**config.mk**
```make
export PLATFORM = sky130hd
export DESIGN_NAME = modbus_host_frame_mux
export DESIGN_NICKNAME = d
export VERILOG_FILES = /design/src/rtl/modbus_host_frame_mux.sv
export SDC_FILE = /design/constraint.sdc
export NUM_CORES = 1
export LEC_CHECK = 0
export ABC_CLOCK_PERIOD_IN_PS = 8900
export CAP_MARGIN = 20
export CORE_MARGIN = 4
export CORE_UTILIZATION = 55
export CTS_CLUSTER_SIZE = 28
export DETAILED_ROUTE_END_ITERATION = 16
export GPL_TIMING_DRIVEN = 0
export PLACE_DENSITY_LB_ADDON = 0.25
export SLEW_MARGIN = 20
export SYNTH_ARGS = -nofsm -noshare
export SYNTH_HDL_FRONTEND = slang
export SYNTH_SLANG_ARGS = --single-unit
export TNS_END_PERCENT = 20
```
**constraint.sdc**
```tcl
create_clock -name i_clk -period 8.9 [get_ports i_clk]
set_input_delay 1.78 -clock i_clk [delete_from_list [all_inputs] [get_ports i_clk]]
set_output_delay 1.78 -clock i_clk [all_outputs]
set_load 0.02 [all_outputs]
```
**src/rtl/modbus_host_frame_mux.sv**
```systemverilog
// ---------------------------------------------------------------------------
// modbus_host_frame_mux
//
// Purpose:
//   Byte-path multiplexer between the Modbus controller, the host message byte
//   port and the UART bridge.
//   - TX: whole frames from the controller (ended by an idle gap) and whole
//     frames from a host TX FIFO are arbitrated onto the single bridge TX
//     port. The controller has priority when both are waiting.
//   - RX: bytes from the bridge are captured into a host RX FIFO, and the last
//     byte of each frame is tagged with an end-of-frame flag.
//
// Optional feature macro: MODBUS_MUX_STATS_EN
//   Defined   -> 16-bit wrapping frame counters drive o_stat_tx_frames and
//                o_stat_rx_frames.
//   Undefined -> both outputs are tied to 0 and no counter logic is built.
//
// Ports:
//   i_clk, i_rst                 clock, synchronous active-high reset
//   i_host_tx_*                  host TX byte write port (data/last/push/flush)
//   o_host_tx_ready              TX FIFO not full
//   o_host_rx_*, i_host_rx_pop   host RX FIFO head (data/eof/valid) and pop
//   i_cfg_host_rx_en             enable RX capture
//   i_ovf_clr                    clear both sticky overflow flags
//   i_ctl_tx_*, o_ctl_tx_rdy     controller TX byte stream
//   o_br_tx_*, i_br_tx_rdy       bridge TX byte stream
//   i_br_rx_b, i_br_rx_v         bridge RX byte strobe
//   i_br_frame_end               bridge end-of-frame pulse
//   o_host_tx_level/rx_level     registered FIFO occupancies
//   o_host_tx_ovf/rx_ovf         sticky overflow flags
//   o_stat_tx_frames/rx_frames   optional frame statistics
// ---------------------------------------------------------------------------
module modbus_host_frame_mux #(
    parameter int DEPTH   = 64,
    parameter int GAP_CYC = 32,
    parameter int FCW     = 8,
    localparam int AW     = $clog2(DEPTH)
) (
    input  logic          i_clk,
    input  logic          i_rst,
    input  logic [7:0]    i_host_tx_data,
    input  logic          i_host_tx_last,
    input  logic          i_host_tx_push,
    output logic          o_host_tx_ready,
    input  logic          i_host_tx_flush,
    output logic [7:0]    o_host_rx_data,
    output logic          o_host_rx_eof,
    output logic          o_host_rx_valid,
    input  logic          i_host_rx_pop,
    input  logic          i_cfg_host_rx_en,
    input  logic          i_ovf_clr,
    input  logic [7:0]    i_ctl_tx_b,
    input  logic          i_ctl_tx_v,
    output logic          o_ctl_tx_rdy,
    output logic [7:0]    o_br_tx_b,
    output logic          o_br_tx_v,
    input  logic          i_br_tx_rdy,
    input  logic [7:0]    i_br_rx_b,
    input  logic          i_br_rx_v,
    input  logic          i_br_frame_end,
    output logic [AW:0]   o_host_tx_level,
    output logic [AW:0]   o_host_rx_level,
    output logic          o_host_tx_ovf,
    output logic          o_host_rx_ovf,
    output logic [15:0]   o_stat_tx_frames,
    output logic [15:0]   o_stat_rx_frames
);

    localparam int          GW      = $clog2(GAP_CYC);
    localparam logic [AW:0] LV_FULL = (AW+1)'(DEPTH);
    localparam logic [GW-1:0] GAP_END = GW'(GAP_CYC - 1);

    typedef enum logic [1:0] {S_IDLE, S_CTL, S_HOST} state_t;

    state_t r_state, w_state_nxt;

    // -----------------------------------------------------------------------
    // TX FIFO state
    // -----------------------------------------------------------------------
    logic [8:0]     r_tx_mem [DEPTH];
    logic [AW-1:0]  r_tx_wp, r_tx_rp;
    logic [AW:0]    r_tx_cnt;
    logic [FCW-1:0] r_fcnt;
    logic           r_flush_pend;
    logic           r_tx_ovf;
    logic [GW-1:0]  r_gap;

    logic           w_tx_full, w_tx_empty;
    logic           w_flush_now;
    logic           w_tx_push, w_tx_drop, w_tx_pop;
    logic           w_push_last, w_pop_last;
    logic [8:0]     w_tx_head;
    logic [GW-1:0]  w_gap_nxt;

    assign w_tx_full   = (r_tx_cnt == LV_FULL);
    assign w_tx_empty  = (r_tx_cnt == '0);
    // A flush requested during a host frame waits until the arbiter is back
    // outside HOST so the frame on the wire is never truncated.
    assign w_flush_now = (r_state != S_HOST) && (i_host_tx_flush || r_flush_pend);
    assign w_tx_push   = i_host_tx_push && !w_tx_full && !w_flush_now;
    assign w_tx_drop   = i_host_tx_push &&  w_tx_full && !w_flush_now;
    assign w_tx_head   = r_tx_mem[r_tx_rp];
    assign w_push_last = w_tx_push && i_host_tx_last;
    assign w_pop_last  = w_tx_pop && w_tx_head[8];

    // -----------------------------------------------------------------------
    // Arbiter: next state and bridge/controller handshake
    // -----------------------------------------------------------------------
    always_comb begin
        w_state_nxt  = r_state;
        o_br_tx_b    = '0;
        o_br_tx_v    = 1'b0;
        o_ctl_tx_rdy = 1'b0;
        w_tx_pop     = 1'b0;
        w_gap_nxt    = '0;
        case (r_state)
            S_IDLE: begin
                // A commit arriving this cycle counts already, so HOST starts
                // on the cycle right after the last byte is pushed.
                if (i_ctl_tx_v)
                    w_state_nxt = S_CTL;
                else if (!w_flush_now && ((r_fcnt != '0) || w_push_last))
                    w_state_nxt = S_HOST;
            end
            S_CTL: begin
                o_br_tx_b    = i_ctl_tx_b;
                o_br_tx_v    = i_ctl_tx_v;
                o_ctl_tx_rdy = i_br_tx_rdy;
                w_gap_nxt    = i_ctl_tx_v ? '0 : GW'(r_gap + 1'b1);
                if (!i_ctl_tx_v && (w_gap_nxt == GAP_END))
                    w_state_nxt = S_IDLE;
            end
            S_HOST: begin
                o_br_tx_v = 1'b1;
                o_br_tx_b = w_tx_head[7:0];
                w_tx_pop  = i_br_tx_rdy && !w_tx_empty;
                if (i_br_tx_rdy && !w_tx_empty && w_tx_head[8])
                    w_state_nxt = S_IDLE;
            end
            default: w_state_nxt = S_IDLE;
        endcase
    end

    always_ff @(posedge i_clk) begin
        if (i_rst) begin
            r_state <= S_IDLE;
            r_gap   <= '0;
        end else begin
            r_state <= w_state_nxt;
            r_gap   <= (r_state == S_CTL) ? w_gap_nxt : '0;
        end
    end

    // -----------------------------------------------------------------------
    // TX FIFO pointers, level, frame count, flush and overflow
    // -----------------------------------------------------------------------
    always_ff @(posedge i_clk) begin
        if (!i_rst && w_tx_push)
            r_tx_mem[r_tx_wp] <= {i_host_tx_last, i_host_tx_data};
    end

    always_ff @(posedge i_clk) begin
        if (i_rst) begin
            r_tx_wp      <= '0;
            r_tx_rp      <= '0;
            r_tx_cnt     <= '0;
            r_fcnt       <= '0;
            r_flush_pend <= 1'b0;
            r_tx_ovf     <= 1'b0;
        end else begin
            if (w_flush_now) begin
                r_tx_wp  <= '0;
                r_tx_rp  <= '0;
                r_tx_cnt <= '0;
                r_fcnt   <= '0;
            end else begin
                if (w_tx_push) r_tx_wp <= r_tx_wp + 1'b1;
                if (w_tx_pop)  r_tx_rp <= r_tx_rp + 1'b1;
                if (w_tx_push && !w_tx_pop)
                    r_tx_cnt <= r_tx_cnt + 1'b1;
                else if (!w_tx_push && w_tx_pop)
                    r_tx_cnt <= r_tx_cnt - 1'b1;
                // Saturating count of committed but unsent host frames.
                if (w_push_last && !w_pop_last) begin
                    if (r_fcnt != '1) r_fcnt <= r_fcnt + 1'b1;
                end else if (w_pop_last && !w_push_last) begin
                    if (r_fcnt != '0) r_fcnt <= r_fcnt - 1'b1;
                end
            end

            if (r_state == S_HOST && i_host_tx_flush)
                r_flush_pend <= 1'b1;
            else if (w_flush_now)
                r_flush_pend <= 1'b0;

            if (w_tx_drop)
                r_tx_ovf <= 1'b1;
            else if (i_ovf_clr)
                r_tx_ovf <= 1'b0;
        end
    end

    assign o_host_tx_ready = !w_tx_full;
    assign o_host_tx_level = r_tx_cnt;
    assign o_host_tx_ovf   = r_tx_ovf;

    // -----------------------------------------------------------------------
    // RX capture: a one-byte hold register delays each byte until we know
    // whether it is the last of its frame.
    // -----------------------------------------------------------------------
    logic [8:0]    r_rx_mem [DEPTH];
    logic [AW-1:0] r_rx_wp, r_rx_rp;
    logic [AW:0]   r_rx_cnt;
    logic          r_rx_ovf;
    logic          r_hold_v;
    logic [7:0]    r_hold_b;
    logic          r_eof_pend;

    logic          w_rx_wr, w_rx_eof;
    logic          w_rx_full, w_rx_empty;
    logic          w_rx_push, w_rx_drop, w_rx_pop;

    always_comb begin
        w_rx_wr  = 1'b0;
        w_rx_eof = 1'b0;
        if (i_cfg_host_rx_en) begin
            if (r_eof_pend) begin
                // Frame end arrived together with the byte now held.
                w_rx_wr  = r_hold_v;
                w_rx_eof = 1'b1;
            end else if (i_br_rx_v) begin
                w_rx_wr  = r_hold_v;
            end else if (i_br_frame_end && r_hold_v) begin
                w_rx_wr  = 1'b1;
                w_rx_eof = 1'b1;
            end
        end
    end

    assign w_rx_full  = (r_rx_cnt == LV_FULL);
    assign w_rx_empty = (r_rx_cnt == '0);
    assign w_rx_push  = w_rx_wr && !w_rx_full;
    assign w_rx_drop  = w_rx_wr &&  w_rx_full;
    assign w_rx_pop   = i_host_rx_pop && !w_rx_empty;

    always_ff @(posedge i_clk) begin
        if (!i_rst && w_rx_push)
            r_rx_mem[r_rx_wp] <= {w_rx_eof, r_hold_b};
    end

    always_ff @(posedge i_clk) begin
        if (i_rst) begin
            r_hold_v   <= 1'b0;
            r_hold_b   <= '0;
            r_eof_pend <= 1'b0;
        end else if (!i_cfg_host_rx_en) begin
            r_hold_v   <= 1'b0;
            r_eof_pend <= 1'b0;
        end else if (i_br_rx_v) begin
            r_hold_b   <= i_br_rx_b;
            r_hold_v   <= 1'b1;
            r_eof_pend <= i_br_frame_end;
        end else if (r_eof_pend || i_br_frame_end) begin
            r_hold_v   <= 1'b0;
            r_eof_pend <= 1'b0;
        end
    end

    always_ff @(posedge i_clk) begin
        if (i_rst) begin
            r_rx_wp  <= '0;
            r_rx_rp  <= '0;
            r_rx_cnt <= '0;
            r_rx_ovf <= 1'b0;
        end else begin
            if (w_rx_push) r_rx_wp <= r_rx_wp + 1'b1;
            if (w_rx_pop)  r_rx_rp <= r_rx_rp + 1'b1;
            if (w_rx_push && !w_rx_pop)
                r_rx_cnt <= r_rx_cnt + 1'b1;
            else if (!w_rx_push && w_rx_pop)
                r_rx_cnt <= r_rx_cnt - 1'b1;
            if (w_rx_drop)
                r_rx_ovf <= 1'b1;
            else if (i_ovf_clr)
                r_rx_ovf <= 1'b0;
        end
    end

    // Head is gated so the data outputs read 0 whenever the FIFO is empty.
    assign o_host_rx_valid = !w_rx_empty;
    assign o_host_rx_data  = w_rx_empty ? '0   : r_rx_mem[r_rx_rp][7:0];
    assign o_host_rx_eof   = w_rx_empty ? 1'b0 : r_rx_mem[r_rx_rp][8];
    assign o_host_rx_level = r_rx_cnt;
    assign o_host_rx_ovf   = r_rx_ovf;

    // -----------------------------------------------------------------------
    // Optional frame statistics
    // -----------------------------------------------------------------------
`ifdef MODBUS_MUX_STATS_EN
    logic [15:0] r_stat_tx, r_stat_rx;
    always_ff @(posedge i_clk) begin
        if (i_rst) begin
            r_stat_tx <= '0;
            r_stat_rx <= '0;
        end else begin
            if (w_pop_last)           r_stat_tx <= r_stat_tx + 1'b1;
            if (w_rx_push && w_rx_eof) r_stat_rx <= r_stat_rx + 1'b1;
        end
    end
    assign o_stat_tx_frames = r_stat_tx;
    assign o_stat_rx_frames = r_stat_rx;
`else
    assign o_stat_tx_frames = '0;
    assign o_stat_rx_frames = '0;
`endif

endmodule
```
==> results.json, run 1 <==
{
  "grt_pass1_vias": 24406,
  "worstSetupEndpointType": "primary output",
  "core_area_mm2": 0.08716,
  "synth_area_per_cell_um2": 20.79,
  "finalMaxSlewViolations": 0,
  "grt_util_all_layers": 0.2359,
  "worstHoldPathCells": 1,
  "start_util": 0.5562,
  "synth_ff_type": "edfxtp_1",
  "grt_pass1_wl_um": 161900,
  "detail_route.drc_violations": 0,
  "via_per_inst": 6.174,
  "multi_input_area_mm2": 0.01166,
  "critPathTopFamily": "buffers and inverters",
  "gp_congestion": 0.8892,
  "fin_area_mm2": 0.05508,
  "worstSkewPairLatency_ns": 0.72,
  "path_buf_inv": 4,
  "cts_buffers": 119,
  "worst_slew_pin_slew_ns": 1.118,
  "dpl_cell_area_mm2": 0.05110,
  "max_freq_ghz": 0.1467,
  "yosysWarnings": 0,
  "r2r_slack_ns": 4.32,
  "hold_buffers": 0,
  "r2r.worst_path.cells": 17,
  "yosysMostFrequentCell": "edfxtp_1",
  "clk_pin_slew_ns": 0.06,
  "synth_cell_type_count": 55,
  "cts.sinks": 1230,
  "netlist.top_cell.by_area": "edfxtp_1",
  "io_pins": 105,
  "critical_path_arrival_ns": 5.04,
  "seq_area_mm2": 0.03617,
  "power.total_uw": 12880,
  "synthCells": 2332,
  "slowest_delay_ns": 0.64,
  "grt.overflow.total": 0,
  "die_width_um": 304.9,
  "finalSetupViolations": 0,
  "yosys-top-cells-area": "edfxtp_1 (71%), mux4_2 (17%), dfxtp_1 (3.2%)",
  "post_cts_resized": 0,
  "fin_util": 0.6320,
  "holdCritStartpoint": "r_gap[0]",
  "syn_to_final_growth_pct": 13.62,
  "ys_ff_latch": 1230,
  "power_density_mw_per_mm2": 233.9,
  "maxSlewHeadroom": 0.2516,
  "fin_tns_setup_ns": 0,
  "path_cells": "clkbuf_1 > clkbuf_1 > clkbuf_1 > mux4_2 > mux4_2 > mux4_2 > and2_1 > clkdlybuf4s50_1",
  "grt_max_degree": 66,
  "p_leak_uw": 0.01740,
  "critPathMaxFanout": 10,
  "ant_nets": 0,
  "wl_um": 108900,
  "dieHeight_um": 304.9,
  "seq_area_frac_synth": 0.7458,
  "cts_tree": "yes",
  "start_kind": "flip-flop",
  "synthDominantCellAreaShare": 0.7136,
  "fin_worst_skew_ns": 0.04557,
  "dp.final_hpwl_um": 73520,
  "drt_iter0_markers": 2690,
  "clockBufferDepth": 3,
  "wl_per_cell_um": 28.44,
  "finalHoldViolCount": 0,
  "synthArstFlopShare": 0,
  "synth_commonest_cells": "edfxtp_1 (1,152), mux4_2 (359), nor2_1 (192)",
  "h-tree-depth": 3,
  "antenna_found_initial": 2,
  "reg2reg_to": "r_fcnt[7]",
  "worst_setup_path_endpoint": "o_host_rx_data[4]",
  "cap_violations": 0,
  "slowest_stage": "clkbuf_1",
  "final.min_clock_period_ns": 6.816,
  "via_count": 23648,
  "clock-root-buffer": "clkbuf_16",
  "crit_required_ns": 7.12,
  "synth-edff-count": 1152,
  "syn_area_mm2": 0.04848,
  "status": "finished, final reports clean",
  "rsz0062_at_grt": "false",
  "nets": 2637,
  "period_share": 0.7659,
  "num_rows": 108,
  "drive_above_1_share": 0.2438,
  "port_buffers": 72,
  "fillCellCount": 5772,
  "cts_setup_buffers": 0,
  "crit_type": "reg2out",
  "fp.dieArea_mm2": 0.09295,
  "min_path_type": "reg2reg",
  "dr.pass1.iters": 5,
  "ir_drop_uv": 219.0,
  "cp.depth": 8
}
==> worst min path at each step <==
stage,endpoint,slack (ns)
after floorplan,r_gap[0],0.43
after global placement,r_gap[0],0.43
after detailed placement,r_gap[0],0.48
after CTS,r_gap[0],0.49
after global routing,r_gap[0],0.50
final,r_gap[0],0.48
==> flip-flops by register name, indices dropped and copies added, names as in the netlist, named ones only <==
name             flops
r_fcnt               8
o_host_tx_level      7
r_flush_pend         1
r_gap                5
r_eof_pend           1
r_tx_wp              6
o_host_tx_ovf        1
r_state              2
r_hold_b             8
o_host_rx_level      7
r_rx_wp              6
o_host_rx_ovf        1
r_rx_rp              6
r_tx_mem           576
r_rx_mem           576
r_hold_v             1
r_tx_rp              6
==> stage by stage <==
step                      worst slack (ns)  instances  hold WS (ns)
final                                2.084       3830        0.4838
after global routing                 2.008       3829        0.4963
after CTS                            2.058       3829        0.4890
after detailed placement             2.840       3606        0.4785
after global placement               2.605       3590        0.4341
after floorplan                      4.107       2363        0.4257
==> per-layer routing <==
layer | GRT usage | share of wire
met2 | 0.3981 | 0.51
met4 | 0.09978 | 0.046
met5 | 0 | 0.000083
met1 | 0.3083 | 0.37
met3 | 0.03958 | 0.066
==> cells by family (layout without fill, tap and decap cells) <==
group	after synthesis	count (layout)	share of synthesized area
flops	1230	1230	0.7458
mux	393	393	0.1738
simple gates	362	362	0.03332
buf+inv	167	478	0.01683
compound gates	111	111	0.01518
xor+xnor	39	39	0.007046
fa+ha+maj	29	29	0.007949
other cells	1	33	0.00007736
==> cell type report <==
cell class                 instances  area share
clock buffer                     148     0.05781
clock inverter                    75     0.01433
multi-input combinational        966      0.2116
sequential                      1230      0.6567
inverter                          19    0.001295
buffer                           148     0.01356
timing repair buffer              88     0.01840
antenna                            1  0.00004543
tap                             1155     0.02624
==> power breakdown <==
| part | internal, uW | total [uW] | switching [uW] |
|---|---|---|---|
| combinational | 652 | 1420 | 767 |
| clock | 2950 | 5080 | 2130 |
| sequential | 6340 | 6380 | 47.9 |
==> worst reg2reg max path, stage by stage, from the launching register on <==
cell      delay [ns]
dfxtp_1         0.32
buf_2           0.19
and2_1          0.17
clkbuf_1        0.29
a22oi_1         0.35
nand2_1         0.21
a221o_1         0.43
nor3_1          0.44
or3_1           0.38
ha_1            0.30
a21o_1          0.18
a21oi_1         0.24
o21bai_1        0.10
a21oi_1         0.23
o21bai_1        0.09
a21o_1          0.18
mux2i_1         0.19
mux2i_1         0.21
==> cells in the final DEF, fill, tap and decap left out, drive strengths merged, types with 4 or more instances in the layout <==
| cell | instances |
|---|---|
| ha | 26 |
| mux4 | 359 |
| a22oi | 15 |
| nand3 | 27 |
| and2 | 16 |
| xnor2 | 19 |
| clkinv | 47 |
| o21bai | 6 |
| a21oi | 43 |
| nand4 | 7 |
| nor2b | 15 |
| o21ai | 11 |
| a21o | 11 |
| bufinv | 14 |
| nor3 | 13 |
| or3 | 6 |
| nor2 | 192 |
| nor3b | 4 |
| conb | 32 |
| clkdlybuf4s50 | 63 |
| dfxtp | 78 |
| clkinvlp | 8 |
| buf | 108 |
| xor2 | 20 |
| mux2i | 34 |
| clkbuf | 213 |
| a32o | 7 |
| edfxtp | 1152 |
| nand2b | 7 |
| nand3b | 4 |
| inv | 25 |
| nand2 | 60 |
Note: power is estimated with default switching activity, not from simulation.
==> inputs of run 2 (changes only) <==
Settings changed: ABC_CLOCK_PERIOD_IN_PS 8900 to 5800.
Clock period 8.9 ns to 5.8 ns, I/O delays scaled along.
==> run 2 against run 1 <==
Critical path depth unchanged. Core utilization increased by 0.052 points. First-iteration DRC count increased by 5.8%. Combinational power increased by 54%. Count of clock-buffer cells in the layout unchanged. Cell count unchanged. Design area about the same. Wire length about the same. Clock power increased by 53%. Non-clock buffer count unchanged. Register-to-register slack got worse by 3.1 ns. Hold slack improved by 0.0026 ns.
==> results.json, run 2 (synthesis results as in run 1) <==
{
  "final_common_cell": "edfxtp_1",
  "slowest_stage": "mux4_2",
  "fillCellCount": 5771,
  "worstSetupEndpointType": "primary output",
  "ir_drop_uv": 335.6,
  "holdCritStartpoint": "r_gap[0]",
  "p_leak_uw": 0.01748,
  "ant_nets": 0,
  "via_per_inst": 6.177,
  "worstHoldEndpoint": "r_gap[0]",
  "path_common_cell": "mux4_2",
  "cts_tree": "yes",
  "crit_type": "reg2out",
  "dieHeight_um": 304.9,
  "clockBufferDepth": 3,
  "worst_slack_ns": 0.1169,
  "fin_tns_setup_ns": 0,
  "seqPwrFrac": 0.496,
  "p_int_uw": 15250,
  "hold_buffers": 0,
  "h-tree-depth": 3,
  "wl_um": 108800,
  "finalMaxSlewViolations": 0,
  "num_rows": 108,
  "grt.overflow.total": 0,
  "dp.final_hpwl_um": 73520,
  "critPathTopFamily": "buffers and inverters",
  "antenna_found_initial": 2,
  "r2r.worst_path.cells": 17,
  "nets": 2637,
  "via_count": 23659,
  "fin_worst_skew_ns": 0.04372,
  "maxSlewHeadroom": 0.2528,
  "worstSkewPairLatency_ns": 0.72,
  "seq_area_mm2": 0.03617,
  "power_density_mw_per_mm2": 358.5,
  "clockPowerShare": 0.394,
  "drt_iter0_markers": 2847,
  "multi_input_area_mm2": 0.01166,
  "core_area_mm2": 0.08716,
  "path_buf_inv": 4,
  "grt_pass1_vias": 24434,
  "cts_buffers": 119,
  "p_comb_frac": 0.110,
  "grt_max_degree": 66,
  "cts.sinks": 1230,
  "gp_congestion": 0.8892,
  "min_path_type": "reg2reg",
  "period_share": 0.9798,
  "worstHoldPathCells": 1,
  "io_pins": 105,
  "start_util": 0.5562,
  "port_buffers": 72,
  "reg_top3": "r_rx_mem: 576 flops, r_tx_mem: 576 flops",
  "most-common-layout-cells": "edfxtp_1 (1,152), mux4_2 (359), nor2_1 (191), clkbuf_16 (121), dfxtp_1 (70)",
  "dr.pass1.iters": 6,
  "max_freq_ghz": 0.1760,
  "grt_pass1_wl_um": 161900,
  "dp_slack_ns": 0.3598,
  "fp.dieArea_mm2": 0.09295,
  "start_kind": "flip-flop",
  "critPathMaxFanout": 10,
  "rsz0062_at_grt": "true",
  "switching_share": 0.2284,
  "finalSetupViolations": 0,
  "grt_util_all_layers": 0.2359,
  "crit_required_ns": 4.64,
  "slowest_delay_ns": 0.56,
  "finalHoldViolCount": 0,
  "die_width_um": 304.9,
  "r2r_slack_ns": 1.19,
  "syn_to_final_growth_pct": 13.72,
  "net-switching-power_uw": 4514,
  "final.min_clock_period_ns": 5.683,
  "path_cells": "clkbuf_1 > clkbuf_2 > clkbuf_2 > mux4_2 > mux4_2 > mux4_2 > and2_1 > clkdlybuf4s50_1",
  "wl_per_cell_um": 28.42,
  "status": "finished, final reports clean",
  "clock-root-buffer": "clkbuf_16",
  "reg2reg_to": "r_fcnt[7]",
  "cap_violations": 0,
  "worst_slew_pin_slew_ns": 1.117,
  "drive_above_1_share": 0.2517,
  "detail_route.drc_violations": 0,
  "critical_path_arrival_ns": 4.52,
  "cts_setup_buffers": 0,
  "clk_pin_slew_ns": 0.06
}
==> run 2: cell types whose count changed in the layout (fill, tap and decap cells not counted), sizes merged <==
cell / before / now
clkdlybuf4s15: 0 / 3
buf: 108 / 105
==> run 2: cell type report <==
cell class / instances / area share
plain buffers: 148 / 0.01437
inverters: 19 / 0.001294
well taps: 1155 / 0.02621
clock buffers: 148 / 0.05776
diodes: 1 / 0.00004539
clock inverters: 75 / 0.01432
repair buffers: 88 / 0.01838
flip-flops and latches: 1230 / 0.6562
multi-input cells: 966 / 0.2115
==> run 2: how the worst max path moves through the flow <==
stage,end,cells after the start
floorplan,r_fcnt[7],14
global placement,r_fcnt[7],12
detailed placement,o_host_rx_data[3],8
CTS,o_br_tx_b[1],8
global route,o_host_rx_data[3],6
finish,o_host_rx_data[4],8
==> run 2: timing repair <==
action / in CTS / in global routing
endpoints found under the setup margin: 17 / 9
pin swaps: 0 / 0
gates cloned: 0 / 0
resized for setup: 22 / 5
==> run 2: per-stage QoR <==
stage	area (um2)	hold WS (ns)	cells	utilization	total power [uW]
6_report	55130	0.4864	3830	0.6325	19760
5_1_grt	55130	0.4963	3829	0.6325	20400
4_1_cts	55110	0.4890	3829	0.6323	19890
3_5_place_dp	51100	0.4785	3606	0.5863	12170
3_3_place_gp	50760	0.4341	3590	0.5824	12110
2_1_floorplan	48590	0.4257	2363	-	11380
==> run 2: worst register-to-register path: cells and delay by family, from the launching register on <==
family | cells | cell delay, ns
AOI/OAI and AO/OA | 8 | 1.81
buffers and inverters | 2 | 0.49
DFF | 1 | 0.33
and+or+nand+nor | 4 | 1.20
adders and majority gates | 1 | 0.30
muxes | 2 | 0.40
==> run 2: metal layers <==
metal	up-vias	share of wire	global-route usage	routed length, um
met5	-	0.00010	0	11
met4	2	0.046	0.1010	5040
met3	238	0.068	0.03896	7368
met2	1030	0.51	0.3975	55860
met1	12382	0.37	0.3088	40560
li1	10007	-	-	-
==> run 2: power by group through the flow <==
stage	Sequential, uW	Clock (uW)	Combinational, uW
after detailed placement	9990	0	2190
after global placement	10000	0	2100
after global routing	9800	8280	2320
after CTS	9800	7880	2210
final	9800	7780	2180
after floorplan	9990	0	1390
==> inputs of run 3 (changes only) <==
Settings changed: CORE_UTILIZATION 55 to 56.
==> run 3 against run 2 <==
Via count up 1.6%. Clock power fell by 2%. First-iteration DRC count up 0.28%. Critical endpoint is now o_host_rx_eof. Wire length rose by 0.54%. Worst setup slack improved by 0.026 ns. Clock skew shrank 0.012 ns.
==> results.json, run 3 (synthesis results as in run 1) <==
{
  "drive_above_1_share": 0.2507,
  "clockBufferDepth": 3,
  "cts_setup_buffers": 0,
  "worstHoldEndpoint": "r_gap[0]",
  "seqPwrFrac": 0.500,
  "critical_path_arrival_ns": 4.50,
  "reg2reg_to": "r_fcnt[7]",
  "final.min_clock_period_ns": 5.657,
  "cts_buffers": 118,
  "maxSlewHeadroom": 0.2759,
  "r2r.worst_path.cells": 16,
  "min_path_type": "reg2reg",
  "grt_pass1_vias": 24679,
  "die_width_um": 302.2,
  "io_pins": 105,
  "fin_worst_skew_ns": 0.03160,
  "ir_drop_uv": 288.6,
  "switching_share": 0.2309,
  "p_comb_frac": 0.112,
  "crit_required_ns": 4.64,
  "max_freq_ghz": 0.1768,
  "most-common-layout-cells": "edfxtp_1 (1,152), mux4_2 (359), nor2_1 (192), clkbuf_16 (119), dfxtp_1 (70)",
  "dieHeight_um": 302.2,
  "via_count": 24031,
  "core_area_mm2": 0.08555,
  "dr.pass1.iters": 5,
  "via_per_inst": 6.307,
  "clk_pin_slew_ns": 0.06,
  "final_common_cell": "edfxtp_1",
  "period_share": 0.9754,
  "antenna_found_initial": 1,
  "drt_iter0_markers": 2855,
  "critPathMaxFanout": 10,
  "num_rows": 107,
  "fp.dieArea_mm2": 0.09134,
  "start_kind": "flip-flop",
  "p_leak_uw": 0.01744,
  "clockPowerShare": 0.388,
  "grt_util_all_layers": 0.2454,
  "cts_tree": "yes",
  "h-tree-depth": 3,
  "dpl_cell_area_mm2": 0.05109,
  "r2r_slack_ns": 1.06,
  "fin_area_mm2": 0.05500,
  "syn_to_final_growth_pct": 13.46,
  "status": "finished, final reports clean",
  "gp_congestion": 0.9197,
  "power_density_mw_per_mm2": 356.3,
  "nets": 2635,
  "finalNonFillerCells": 3810,
  "reg_top3": "r_rx_mem: 576 flops, r_tx_mem: 576 flops",
  "finalSetupViolations": 0,
  "wl_per_cell_um": 28.72,
  "wl_um": 109400,
  "holdCritStartpoint": "r_gap[0]",
  "crit_type": "reg2out",
  "cap_violations": 0,
  "fin_tns_setup_ns": 0,
  "port_buffers": 72,
  "net-switching-power_uw": 4525,
  "start_util": 0.5667,
  "worstSetupEndpointType": "primary output",
  "place_inst": 3594,
  "clock-root-buffer": "clkbuf_16",
  "finalMaxSlewViolations": 0,
  "cts.sinks": 1230,
  "p_int_uw": 15070,
  "ant_nets": 0,
  "worstSkewPairLatency_ns": 0.70,
  "grt_pass1_wl_um": 163800,
  "finalHoldViolCount": 0,
  "worstHoldPathCells": 1,
  "grt_max_degree": 66,
  "worst_slew_pin_slew_ns": 1.082,
  "grt.overflow.total": 0,
  "dp.final_hpwl_um": 72750,
  "rsz0062_at_grt": "true",
  "fillCellCount": 5547,
  "detail_route.drc_violations": 0
}
run 3: critical path, stage by stage (launching register included):
cell,delay (ns)
dfxtp_1,0.31
clkbuf_1,0.44
clkbuf_2,0.43
buf_2,0.39
mux4_2,0.40
mux4_2,0.56
mux4_2,0.55
and2_1,0.19
clkdlybuf4s50_1,0.53
run 3: how the worst max path moves through the flow:
stage	slack [ns]	startpoint	endpoint
4_1_cts	0.03	flip-flop	o_host_rx_eof
6_report	0.14	flip-flop	o_host_rx_eof
5_1_grt	-0.01	flip-flop	o_host_rx_eof
2_1_floorplan	1.63	i_host_tx_flush	r_fcnt[7]
3_3_place_gp	0.16	i_host_tx_last	r_fcnt[7]
3_5_place_dp	0.38	flip-flop	o_host_rx_eof
run 3: per-layer routing:
layer  vias up  track usage  wire length (um)
met3       246      0.03811              8102
met5         -            0                 0
met1     12588       0.3297             40690
met4         0       0.1027              5014
li1      10000            -                 -
met2      1197       0.4085             55630
run 3: final cells by class:
type	instances	area, um2	share of cell area
flip-flops and latches	1230	36170	0.6577
multi-input cells	966	11650	0.2119
clock buffers	147	3193	0.05805
well taps	1144	1431	0.02602
repair buffers	87	1008	0.01833
plain buffers	148	799.5	0.01454
clock inverters	68	668.1	0.01215
inverters	19	71.32	0.001297
diodes	1	2.502	0.00004549
run 3: per-stage QoR:
stage	worst slack (ns)	utilization	power, uW	hold WS, ns
2_1_floorplan	1.627	-	11380	0.4257
3_3_place_gp	0.1650	0.5932	12110	0.4336
3_5_place_dp	0.3818	0.5972	12170	0.4493
4_1_cts	0.03396	0.6427	19690	0.4637
5_1_grt	-0.01311	0.6429	20250	0.5039
6_report	0.1426	0.6430	19600	0.4611
run 3: power groups by stage:
stage | combinational [uW] | sequential [uW] | clock [uW]
after floorplan | 1390 | 9990 | 0
after global placement | 2100 | 10000 | 0
after detailed placement | 2180 | 9990 | 0
after CTS | 2200 | 9800 | 7690
after global routing | 2330 | 9800 | 8120
final | 2190 | 9800 | 7610
run 3: what timing repair did:
action | in CTS | in global routing
gates cloned | 0 | 0
hold buffers | 0 | 0
setup endpoints to repair | 17 | 12
gates resized for setup | 21 | 9
